[src/rtl/alu_serial_seq.sv]
// Bit-serial ALU sequencer.
// Evaluates one WIDTH-bit ALU operation by stepping a single 1-bit ALU slice
// across the operands, LSB first, one bit per clock. The control encoding and
// the flags match the parallel ripple ALU it sits beside:
//   ALU_control_i = {Ainvert, Binvert, operation[1:0]}
//   operation 00=AND, 01=SLT, 10=OR, 11=ADD (SUB = ADD with Binvert set)
// The result and flags are registered. They only change in the DONE cycle, so
// no partial result is ever visible on the outputs.
module alu_serial_seq #(
    parameter int WIDTH = 32,
    parameter int CNT_W = 6
) (
    input  logic             clk_i,
    input  logic             rst_i,
    input  logic             start_i,
    input  logic [3:0]       ALU_control_i,
    input  logic [WIDTH-1:0] src1_i,
    input  logic [WIDTH-1:0] src2_i,
    output logic [WIDTH-1:0] result_o,
    output logic             zero_o,
    output logic             cout_o,
    output logic             overflow_o,
    output logic             busy_o,
    output logic             done_o
);

    typedef enum logic [1:0] {
        S_IDLE,
        S_RUN,
        S_SLT_FIX,
        S_DONE
    } state_e;

    localparam logic [1:0] OP_AND = 2'b00;
    localparam logic [1:0] OP_SLT = 2'b01;
    localparam logic [1:0] OP_OR  = 2'b10;
    localparam logic [1:0] OP_ADD = 2'b11;

    localparam logic [CNT_W-1:0] LAST_BIT = CNT_W'(WIDTH - 1);

    // Sequencer state and the operand/result shift registers
    state_e             state_q, state_d;
    logic [WIDTH-1:0]   a_sh_q, a_sh_d;
    logic [WIDTH-1:0]   b_sh_q, b_sh_d;
    logic [WIDTH-1:0]   r_sh_q, r_sh_d;
    logic [3:0]         ctrl_q, ctrl_d;
    logic               carry_q, carry_d;
    logic [CNT_W-1:0]   cnt_q, cnt_d;

    // Values captured in the MSB cycle, needed for SLT and the flags
    logic               c_msb_in_q, c_msb_in_d;
    logic               c_out_q, c_out_d;
    logic               s_msb_q, s_msb_d;

    // Registered outputs
    logic [WIDTH-1:0]   result_q, result_d;
    logic               zero_q, zero_d;
    logic               cout_q, cout_d;
    logic               ovf_q, ovf_d;
    logic               done_q, done_d;

    // 1-bit ALU slice signals
    logic               slice_a;
    logic               slice_b;
    logic [1:0]         slice_op;
    logic               slice_sum;
    logic               slice_cout;
    logic               slice_out;
    logic               last_bit;

    assign last_bit = (cnt_q == LAST_BIT);

    // One-bit ALU slice: operand inversion, full adder and the operation mux
    always_comb begin
        slice_a    = a_sh_q[0] ^ ctrl_q[3];
        slice_b    = b_sh_q[0] ^ ctrl_q[2];
        // SLT runs the slice as an adder so the subtraction is produced;
        // the actual less-than bit is formed afterwards in SLT_FIX.
        slice_op   = (ctrl_q[1:0] == OP_SLT) ? OP_ADD : ctrl_q[1:0];
        slice_sum  = slice_a ^ slice_b ^ carry_q;
        slice_cout = (slice_a & slice_b) | (slice_a & carry_q) | (slice_b & carry_q);
        // NOTE: every signal assigned in a combinational block needs a value
        // on every path, otherwise synthesis infers a latch; the default arm
        // below (Less input, tied to 0) closes the case.
        case (slice_op)
            OP_AND:  slice_out = slice_a & slice_b;
            OP_OR:   slice_out = slice_a | slice_b;
            OP_ADD:  slice_out = slice_sum;
            default: slice_out = 1'b0;
        endcase
    end

    // Next-state and datapath update for the sequencer
    always_comb begin
        state_d    = state_q;
        a_sh_d     = a_sh_q;
        b_sh_d     = b_sh_q;
        r_sh_d     = r_sh_q;
        ctrl_d     = ctrl_q;
        carry_d    = carry_q;
        cnt_d      = cnt_q;
        c_msb_in_d = c_msb_in_q;
        c_out_d    = c_out_q;
        s_msb_d    = s_msb_q;
        result_d   = result_q;
        zero_d     = zero_q;
        cout_d     = cout_q;
        ovf_d      = ovf_q;
        done_d     = 1'b0;

        case (state_q)
            S_IDLE: begin
                if (start_i) begin
                    a_sh_d  = src1_i;
                    b_sh_d  = src2_i;
                    ctrl_d  = ALU_control_i;
                    // Carry chain is re-seeded every operation: Binvert
                    // supplies the +1 of the two's-complement subtract.
                    carry_d = ALU_control_i[2];
                    cnt_d   = '0;
                    state_d = S_RUN;
                end
            end

            S_RUN: begin
                r_sh_d  = {slice_out, r_sh_q[WIDTH-1:1]};
                a_sh_d  = {1'b0, a_sh_q[WIDTH-1:1]};
                b_sh_d  = {1'b0, b_sh_q[WIDTH-1:1]};
                carry_d = slice_cout;
                cnt_d   = cnt_q + 1'b1;
                if (last_bit) begin
                    c_msb_in_d = carry_q;
                    c_out_d    = slice_cout;
                    s_msb_d    = slice_sum;
                    state_d    = (ctrl_q[1:0] == OP_SLT) ? S_SLT_FIX : S_DONE;
                end
            end

            S_SLT_FIX: begin
                // Signed less-than: sign of the difference corrected by overflow
                r_sh_d  = {{(WIDTH-1){1'b0}}, s_msb_q ^ (c_msb_in_q ^ c_out_q)};
                state_d = S_DONE;
            end

            S_DONE: begin
                result_d = r_sh_q;
                zero_d   = (r_sh_q == '0);
                if (ctrl_q[1:0] == OP_ADD) begin
                    cout_d = c_out_q;
                    ovf_d  = c_msb_in_q ^ c_out_q;
                end else begin
                    cout_d = 1'b0;
                    ovf_d  = 1'b0;
                end
                done_d  = 1'b1;
                state_d = S_IDLE;
            end

            default: state_d = S_IDLE;
        endcase
    end

    // State and datapath registers; reset clears everything, aborting any run
    always_ff @(posedge clk_i or posedge rst_i) begin
        if (rst_i) begin
            state_q    <= S_IDLE;
            a_sh_q     <= '0;
            b_sh_q     <= '0;
            r_sh_q     <= '0;
            ctrl_q     <= '0;
            carry_q    <= 1'b0;
            cnt_q      <= '0;
            c_msb_in_q <= 1'b0;
            c_out_q    <= 1'b0;
            s_msb_q    <= 1'b0;
            result_q   <= '0;
            zero_q     <= 1'b0;
            cout_q     <= 1'b0;
            ovf_q      <= 1'b0;
            done_q     <= 1'b0;
        end else begin
            // NOTE: non-blocking assignments make every register sample the
            // pre-edge values, so ordering inside this block does not matter.
            state_q    <= state_d;
            a_sh_q     <= a_sh_d;
            b_sh_q     <= b_sh_d;
            r_sh_q     <= r_sh_d;
            ctrl_q     <= ctrl_d;
            carry_q    <= carry_d;
            cnt_q      <= cnt_d;
            c_msb_in_q <= c_msb_in_d;
            c_out_q    <= c_out_d;
            s_msb_q    <= s_msb_d;
            result_q   <= result_d;
            zero_q     <= zero_d;
            cout_q     <= cout_d;
            ovf_q      <= ovf_d;
            done_q     <= done_d;
        end
    end

    assign result_o   = result_q;
    assign zero_o     = zero_q;
    assign cout_o     = cout_q;
    assign overflow_o = ovf_q;
    assign done_o     = done_q;
    // Busy covers RUN, SLT_FIX and DONE; it drops as done_o rises.
    assign busy_o     = (state_q != S_IDLE);

endmodule

[config.mk]
export PLATFORM = sky130hd
export DESIGN_NAME = alu_serial_seq
export DESIGN_NICKNAME = d
export VERILOG_FILES = /design/src/rtl/alu_serial_seq.sv
export SDC_FILE = /design/constraint.sdc
export NUM_CORES = 1
export LEC_CHECK = 0
export CAP_MARGIN = 10
export CORE_ASPECT_RATIO = 0.6
export CORE_MARGIN = 10
export CORE_UTILIZATION = 57
export CTS_BUF_LIST = sky130_fd_sc_hd__clkbuf_16
export DETAILED_ROUTE_END_ITERATION = 7
export PLACE_DENSITY = 0.85
export SYNTH_ARGS = -nofsm -noshare
export SYNTH_HDL_FRONTEND = slang
export SYNTH_SLANG_ARGS = --single-unit
[constraint.sdc]
create_clock -name clk_i -period 9.6 [get_ports clk_i]
set_input_delay 0.96 -clock clk_i [delete_from_list [all_inputs] [get_ports clk_i]]
set_output_delay 0.96 -clock clk_i [all_outputs]
set_load 0.05 [all_outputs]
==> impl_results.md, run 1 <==
- Initial core utilization: 59.74%
- Cell area after synthesis: approximately 0.0065 mm^2
- Largest cells by area after synthesis: dfrtp_1 57%, mux2i_1 9.8%, mux2_2 7.0%
- Worst slew pin tran: approximately 1.3 ns
- Die Y-Extent: 102.5 um
- Nets: between 700 and 800
- Clock Path Buffers: 2
- Multi-input logic area: approximately 0.0025 mm^2
- Switch share: between 30% and 40%
- H-tree level count: 4
- Startpoint types: flip-flop
- # clock sinks: around 150
- Flop-to-flop setup slack: about 7.2 ns
- Global-route usage over all layers: 19.09%
- PnR worst setup slack: 6.460 ns
- Mapped Cells: between 500 and 600
- DRC errors left: 0
- Maximum vdd drop: 212.6 uV
- Share of the synthesized area in the top cell type: between 50% and 60%
- DR pass1 iterations: 5
- Die ar.: between 0.015 and 0.02 mm^2
- Setup Skew: 0.005612 ns
- CP Capture Type: output pin
- Vias in the first global route: between 4,000 and 5,000
- Fill cells: roughly 670
- Syn_area_per_cell: ~11 um^2
- Reg power frac: 35.9%
- Final setup TNS: 0 ns
- Fin crit share: between 30% and 40%
- Max Cap Viol: 0
- Clk_lat worst skew: between 0.4 and 0.5 ns
- Diodes inserted: 0
- Register bit total from synthesis: 148
- Minimum clock period: 3.140 ns
- Largest net degree at the start of global routing: 85
- Hold path cells: 2
- Row count: 29
- Worst Reg2Reg Path Length in Cells: 6
- Initial antenna violation count: 0
- Hold_buf cts: 0
- Cell internal pwr: approximately 1.7 mW
- Total gr overflow: 0
- Design Power: between 2 and 3 mW
- Core Box Area: 0.01081 mm^2
- Die W: about 160 um
- Pleak: ~3.6 nW
- Endpoints failing hold: 0
- Detailed-route via count: 4,579
- Worst Hold Class: flip-flop to flip-flop
- Synthesized Nets: between 600 and 700
- Max FO, Critical Path: 6
- Cell taking the most area after synthesis: dfrtp_1
- RSZ-0062 raised after global routing: false
- Dominant cell by count in the synthesized netlist: dfrtp_1
- Crit path DAT: ~2.2 ns
- Vias/cell: ~5.5
- Worst R2R Start: state_q[1]
- Post-synth EDFFs: 0
- Post-synthesis sequential area ratio: 57.33%
- Drt wl/cell: roughly 18 um
- WS Path Type: flip-flop to output pin
- Register Area: about 0.0037 mm^2
- Setup Buffers After CTS: 0
- Slew Limit Fails: 0
- CP required: just under 9 ns
- Hold Startpoint: b_sh_q[16]
- Share of cells above drive strength 1: 11.98%
- WHS: roughly 0.48 ns
- Synth warnings: 0
- I/O Buffers: ~110
- Net Sw Power: around 1.0 mW
- Dpl ws: about 6.6 ns
- Top_reg_cell synth: dfrtp_1
- Min-Delay Endpoint: b_sh_q[16]
- Pwr Density: ~320 mW/mm^2
- Status: finished, final reports clean
- CTS tree: done
- DP Wirelength: between 10,000 and 15,000 um
- Area delta synth->final: 27.95%
- Slew margin rel.: between 15 and 20%
- GPL Wtd Cong: 0.7873
- # setup viols final: 0
- Most instantiated cells after synthesis: 148 x dfrtp_1, 98 x nand2_1, 70 x o21ai_0
- Initial drt markers: between 300 and 400
- Synth cell types: 31
- Clock slew at the register clock pins of the worst setup and hold paths: approximately 0.060 ns
- Combinational Power Share: between 30% and 40%
- Asr flop ratio synth: 100.0%
- Antenna viol nets, final: 0
- Cells resized by post-CTS repair: 0
- Fmax achieved: about 320 MHz
- Routed wire length: around 15,000 um
- Clk pwr share: 27.3%
- Global-route wire length before repair: between 20,000 and 25,000 um
- I/O pin total: between 100 and 150
- Num CTS Buffers: 17
- Reg2reg end: state_q[1]
- Utilization after layout: between 70% and 80%
- Root buf cell: clkbuf_16
## worst max-delay path, cell delays in order (launching register included)
cell and delay [ns]:
dfrtp_1 0.48, inv_1 0.13, ha_2 0.26, inv_1 0.09
clkdlybuf4s50_1 0.81
## worst max-delay path by stage
stage / start / to / slack [ns]
final: state_q[0] / busy_o / 6.46
after global routing: state_q[0] / busy_o / 6.40
after global placement: rst_i / r_sh_q[15] / 6.65
after detailed placement: rst_i / result_o[23] / 6.60
after floorplan: rst_i / a_sh_q[0] / 4.66
after CTS: state_q[0] / busy_o / 6.45
## cell usage in the layout, fill, tap and decap left out, types with 4 or more instances in the layout
master	instances
nor4_1	5
clkbuf_16	17
nand2_1	98
nand4_1	4
buf_4	5
bufinv_16	5
clkdlybuf4s50_1	107
mux2i_1	63
o21ai_0	70
clkinvlp_4	4
o22ai_1	33
nor2_1	8
inv_1	40
nand2b_1	4
ha_1	5
inv_6	4
dfrtp_1	148
mux2_2	40
xnor2_1	6
## kinds of logic after synthesis
| logic type | count (synthesis) | share of synthesized area, % |
|---|---|---|
| AO/OA/AOI/OAI | 110 | 9.433 |
| XOR/XNOR | 8 | 1.085 |
| adder cells (fa/ha/maj) | 8 | 1.666 |
| buffers and inverters | 77 | 4.862 |
| flip-flops | 148 | 57.33 |
| multiplexers | 104 | 16.95 |
| AND/OR/NAND/NOR | 130 | 8.677 |
## power groups by stage
| stage | clock network, mW | logic (mW) | registers [mW] |
|---|---|---|---|
| after global routing | 0.765 | 1.09 | 0.982 |
| after floorplan | 0 | 0.673 | 1.01 |
| final | 0.727 | 0.982 | 0.958 |
| after global placement | 0 | 0.927 | 0.947 |
| after CTS | 0.736 | 0.989 | 0.957 |
| after detailed placement | 0 | 0.978 | 0.964 |
## per-layer routing
metal  vias up  share of wire [%]  track usage [%]
li1       2193                  -                -
met1      2258                 44            24.51
met2       115                 47            30.41
met3        13                7.7            6.292
met4         0                1.1            5.794
met5         -                  0                0
## registers in the layout (all words and copies together), names as in the netlist, 2 cells and up
name	count
ctrl_q	4
b_sh_q	32
r_sh_q	32
a_sh_q	32
result_o	32
state_q	2
cnt_q	6
## cell type report
class                           count  share of cell area, %
Sequential cell                   148                  44.81
Multi-Input combinational cell    360                  29.84
Timing Repair Buffer              112                  13.41
Clock buffer                       17                  5.147
Clock inverter                     15                  2.770
Tap cell                          139                  2.104
Inverter                           41                  1.922
## metrics by stage
stage | cell area [um^2] | std cells
after floorplan | 6460 | 585
after global placement | 7611 | 800
after detailed placement | 7611 | 800
after CTS | 8265 | 832
after global routing | 8265 | 832
final | 8265 | 832
(Power assumes the default switching activity.)
==> run 2: changes to the inputs <==
--- a/config.mk
+++ b/config.mk
@@ -8,10 +8,10 @@
 export CAP_MARGIN = 10
 export CORE_ASPECT_RATIO = 0.6
 export CORE_MARGIN = 10
-export CORE_UTILIZATION = 57
+export CORE_UTILIZATION = 53
 export CTS_BUF_LIST = sky130_fd_sc_hd__clkbuf_16
 export DETAILED_ROUTE_END_ITERATION = 7
-export PLACE_DENSITY = 0.85
+export PLACE_DENSITY = 0.8
 export SYNTH_ARGS = -nofsm -noshare
 export SYNTH_HDL_FRONTEND = slang
 export SYNTH_SLANG_ARGS = --single-unit
==> constraint.sdc (replaced) <==
create_clock -name clk_i -period 2.9 [get_ports clk_i]
set_input_delay 0.29 -clock clk_i [delete_from_list [all_inputs] [get_ports clk_i]]
set_output_delay 0.29 -clock clk_i [all_outputs]
set_load 0.05 [all_outputs]
==> run 2 against run 1 <==
  * Register-to-register slack lost 6.6 ns
  * Sequential power grew to 3.3 times the previous value
  * Critical path depth is the same
  * Global-route usage shrank 2.2 points
  * Final area grew 0.61%
  * Total power grew to 3.3 times the previous value
  * Cell count grew 3.6%
  * Sequential share of layout area shrank 0.27 points
  * Largest cell class unchanged
==> impl_results.md, run 2 (synthesis results as in run 1) <==
- Slew margin rel.: roughly 50%
- WHS: roughly 0.46 ns
- Fin crit share: 84.92%
- Switch share: 37.07%
- DRC errors left: 0
- Worst slew pin tran: around 0.76 ns
- Fmax achieved: between 400 and 500 MHz
- Nets: approximately 760
- Net Sw Power: between 3 and 4 mW
- Startpoint types: flip-flop
- Share of cells above drive strength 1: a little under an eighth
- Slew Limit Fails: 0
- Detailed-route via count: ~4,500
- Reg power frac: 36.5%
- RSZ-0062 raised after global routing: false
- Pleak: approximately 3.6 nW
- Crit path DAT: ~2.2 ns
- CP Capture Type: output pin
- Cell internal pwr: between 5 and 6 mW
- Pwr Density: around 1000 mW/mm^2
- DP Wirelength: 9601 um
- GPL Wtd Cong: 0.7734
- Area delta synth->final: 28.72%
- Die ar.: roughly 0.017 mm^2
- Leading cell type in the layout, fill and taps excluded: dfrtp_1
- Dpl cell area: 0.007692 mm^2
- Num CTS Buffers: 17
- Final setup TNS: 0 ns
- WS Path Type: flip-flop to output pin
- Clk_lat worst skew: about 0.4 ns
- Hold_buf cts: 0
- Drt wl/cell: ~16 um
- Worst R2R Start: state_q[1]
- Endpoints failing hold: 0
- Clock slew at the register clock pins of the worst setup and hold paths: around 0.060 ns
- Row count: 31
- Routed wire length: about 14,000 um
- Clk pwr share: about a quarter
- Root buf cell: clkbuf_16
- Non-Filler Instances: 862
- Cell area after layout: slightly above 0.008 mm^2
- Design Power: a little under 9 mW
- I/O Buffers: between 100 and 150
- Die Y-Extent: roughly 110 um
- Vias/cell: slightly above 5
- Diodes inserted: 0
- # setup viols final: 0
- Antenna viol nets, final: 0
- Initial antenna violation count: 0
- CTS tree: done
- Initial core utilization: a little over half
- Global-route usage over all layers: 16.85%
- Largest net degree at the start of global routing: ~150
- Initial drt markers: approximately 240
- CP required: 2.61 ns
- Core Box Area: 0.01199 mm^2
- Worst Hold Class: input pin to async pin
- I/O pin total: 108
- H-tree level count: 4
- Maximum vdd drop: between 500 and 600 uV
- PnR worst setup slack: 0.4374 ns
- Total gr overflow: 0
- DR pass1 iterations: 4
- Setup Buffers After CTS: 0
- Minimum clock period: around 2.5 ns
- # clock sinks: approximately 150
- Dpl ws: ~0.42 ns
- Global-route wire length before repair: 23,400 um
- Die W: 162.5 um
- Clock Path Buffers: 2
- Combinational Power Share: a little under two fifths
- Max FO, Critical Path: 6
- Max Cap Viol: 0
- Status: finished, final reports clean
- Worst setup path start: state_q[0]
- Vias in the first global route: around 4,600
- Placed cell count: between 800 and 900
- Most frequent cells in the layout: 148 x dfrtp_1, 107 x clkdlybuf4s50_1, 98 x nand2_1
- Cells resized by post-CTS repair: 0
- Setup Skew: approximately 0.011 ns
- Utilization after layout: between 60 and 70%
==> run 2: final cells by class <==
cell class	instances	area, um^2
Sequential cell	148	3704
Fill cell	843	3670
Multi-Input combinational cell	360	2469
Timing Repair Buffer	116	1184
Clock buffer	17	425.4
Tap cell	165	206.4
Clock inverter	15	170.2
Inverter	41	157.7
==> run 2: per-layer routing <==
| metal | GRT usage [%] | share of wire (%) |
|---|---|---|
| met2 | 24.82 | 45 |
| met3 | 5.750 | 5.2 |
| met4 | 5.769 | 1.0 |
| met5 | 0 | 0 |
| met1 | 22.83 | 48 |
==> run 2: critical path, stage by stage, from the launching register on <==
cell	delay [ns]
dfrtp_1	0.47
inv_1	0.13
ha_2	0.25
inv_1	0.11
clkdlybuf4s50_1	0.81
==> run 2: final timing paths <==
kind	endpoint	slack, ns	depth (start not counted)
worst max-delay path	busy_o	0.44	4
worst min-delay path	a_sh_q[15]	0.46	3
worst max register to register	state_q[1]	0.62	6
worst min register to register	a_sh_q[8]	0.48	2
max in group asynchronous	result_o[5]	1.88	3
min in group clk_i	a_sh_q[8]	0.48	2
==> run 2: power by group through the flow <==
stage	Clock, mW	Combinational (mW)	Sequential (mW)
final	2.22	3.31	3.17
after global routing	2.35	3.68	3.25
after CTS	2.25	3.29	3.17
after detailed placement	0	3.28	3.20
after global placement	0	3.13	3.15
after floorplan	0	2.23	3.35
==> run 3: changes to the inputs <==
==> constraint.sdc (replaced) <==
create_clock -name clk_i -period 2.58 [get_ports clk_i]
set_input_delay 0.258 -clock clk_i [delete_from_list [all_inputs] [get_ports clk_i]]
set_output_delay 0.258 -clock clk_i [all_outputs]
set_load 0.05 [all_outputs]
==> run 3 against run 2 <==
  * Cell count stayed put
  * Largest cell class unchanged
  * Clock skew is 0.0034 ns lower
  * Via count is 0.22% higher
  * Core utilization is 0.052 points lower
==> impl_results.md, run 3 (synthesis results as in run 1) <==
- DR pass1 iterations: 4
- Largest net degree at the start of global routing: 84
- Slew margin rel.: around 56%
- CTS tree: done
- DRC errors left: 0
- Net Sw Power: 3.698 mW
- Diodes inserted: 0
- Cells resized by post-CTS repair: 0
- Row count: 31
- Die ar.: between 0.015 and 0.02 mm^2
- Share of cells above drive strength 1: between 10 and 15%
- Global-route usage over all layers: about 17%
- Cell area after layout: a little over 0.008 mm^2
- CP required: around 2.3 ns
- Fill cells: approximately 850
- Clock slew at the register clock pins of the worst setup and hold paths: approximately 0.06 ns
- GPL Wtd Cong: 0.8489
- Global-route wire length before repair: 24,060 um
- Vias in the first global route: 4,648
- Initial antenna violation count: 0
- H-tree level count: 4
- Combinational Power Share: between 30 and 40%
- Clock Path Buffers: 2
- Num CTS Buffers: 17
- Final setup TNS: 0 ns
- Crit path DAT: around 2.2 ns
- Reg power frac: a little under two fifths
- Core Box Area: 0.01199 mm^2
- Most frequent cells in the layout: 148 x dfrtp_1, 107 x clkdlybuf4s50_1, 98 x nand2_1
- Vias/cell: roughly 5.2
- Nets: approximately 760
- I/O pin total: around 110
- CP Capture Type: output pin
- Pleak: ~3.6 nW
- Endpoints failing hold: 0
- Initial core utilization: between 50% and 60%
- Setup Skew: 0.007300 ns
- Switch share: around two fifths
- Routed wire length: about 14,000 um
- Dpl cell area: ~0.0077 mm^2
- Setup Buffers After CTS: 0
- Dpl ws: 0.5724 ns
- Fin crit share: 94.03%
- Hold_buf cts: 0
- RSZ-0062 raised after global routing: false
- Area delta synth->final: 28.63%
- Design Power: ~9.7 mW
- Worst Hold Class: input pin to async pin
- Drt wl/cell: around 17 um
- Cell internal pwr: about 6 mW
- Total gr overflow: 0
- Die Y-Extent: ~110 um
- Minimum clock period: 2.426 ns
- # clock sinks: about 150
- Pwr Density: ~1200 mW/mm^2
- Startpoint types: flip-flop
- Detailed-route via count: between 4,000 and 5,000
- Antenna viol nets, final: 0
- WS Path Type: flip-flop to output pin
- # setup viols final: 0
- PnR worst setup slack: between 0.15 and 0.2 ns
- Leading cell type in the layout, fill and taps excluded: dfrtp_1
- I/O Buffers: approximately 110
- Worst slew pin tran: about 0.67 ns
- Clk_lat worst skew: 0.41 ns
- Max FO, Critical Path: 6
- Root buf cell: clkbuf_16
- Status: finished, final reports clean
- Maximum vdd drop: 630.3 uV
- DP Wirelength: ~10000 um
- Clk pwr share: ~24%
- Fmax achieved: a little over 400 MHz
- WHS: 0.2509 ns
- Die W: 162.5 um
- Initial drt markers: 240
- Max Cap Viol: 0
- Slew Limit Fails: 0
## run 3: final cells by class
type | count | area (um^2) | area share (%)
Clock inverter | 14 | 138.9 | 1.671
Timing Repair Buffer | 117 | 1209 | 14.55
Tap cell | 165 | 206.4 | 2.485
Sequential cell | 148 | 3704 | 44.57
Multi-Input combinational cell | 360 | 2469 | 29.71
Inverter | 41 | 157.7 | 1.897
Clock buffer | 17 | 425.4 | 5.120
## run 3: worst paths after layout
| kind | startpoint | to | slack, ns | depth (start not counted) |
|---|---|---|---|---|
| worst max-delay path | state_q[0] | busy_o | 0.15 | 4 |
| worst min-delay path | rst_i | result_o[11] | 0.25 | 2 |
| worst max register to register | state_q[0] | a_sh_q[25] | 0.52 | 5 |
| worst min register to register | a_sh_q[4] | a_sh_q[4] | 0.48 | 2 |
| max in group asynchronous | rst_i | a_sh_q[21] | 1.57 | 3 |
| min in group clk_i | ALU_control_i[3] | ctrl_q[3] | 0.48 | 2 |
## run 3: power by group through the flow
stage	sequential [mW]	clock [mW]	combinational, mW
4_1_cts	3.56	2.42	3.79
2_1_floorplan	3.77	0	2.50
3_5_place_dp	3.59	0	3.74
5_1_grt	3.65	2.51	4.16
3_3_place_gp	3.54	0	3.58
6_report	3.56	2.37	3.75
## run 3: through the flow
step / util (%) / instances
2_1_floorplan: - / 585
3_3_place_gp: 64.62 / 831
3_5_place_dp: 64.62 / 831
4_1_cts: 69.33 / 862
5_1_grt: 69.33 / 862
6_report: 69.33 / 862
## run 3: worst max-delay path: stages, from the launching register on
cell and delay (ns):
dfrtp_1 0.47, inv_1 0.12, ha_2 0.25, inv_1 0.10
clkdlybuf4s50_1 0.81
## run 3: per-layer routing
layer | vias up | track usage (%) | wire (um) | share of wire [%]
li1 | 2203 | - | - | -
met1 | 2171 | 24.34 | 7061 | 49
met2 | 93 | 25.00 | 6439 | 45
met3 | 15 | 5.051 | 775 | 5.4
met4 | 0 | 5.769 | 183 | 1.3
met5 | - | 0 | 0 | 0
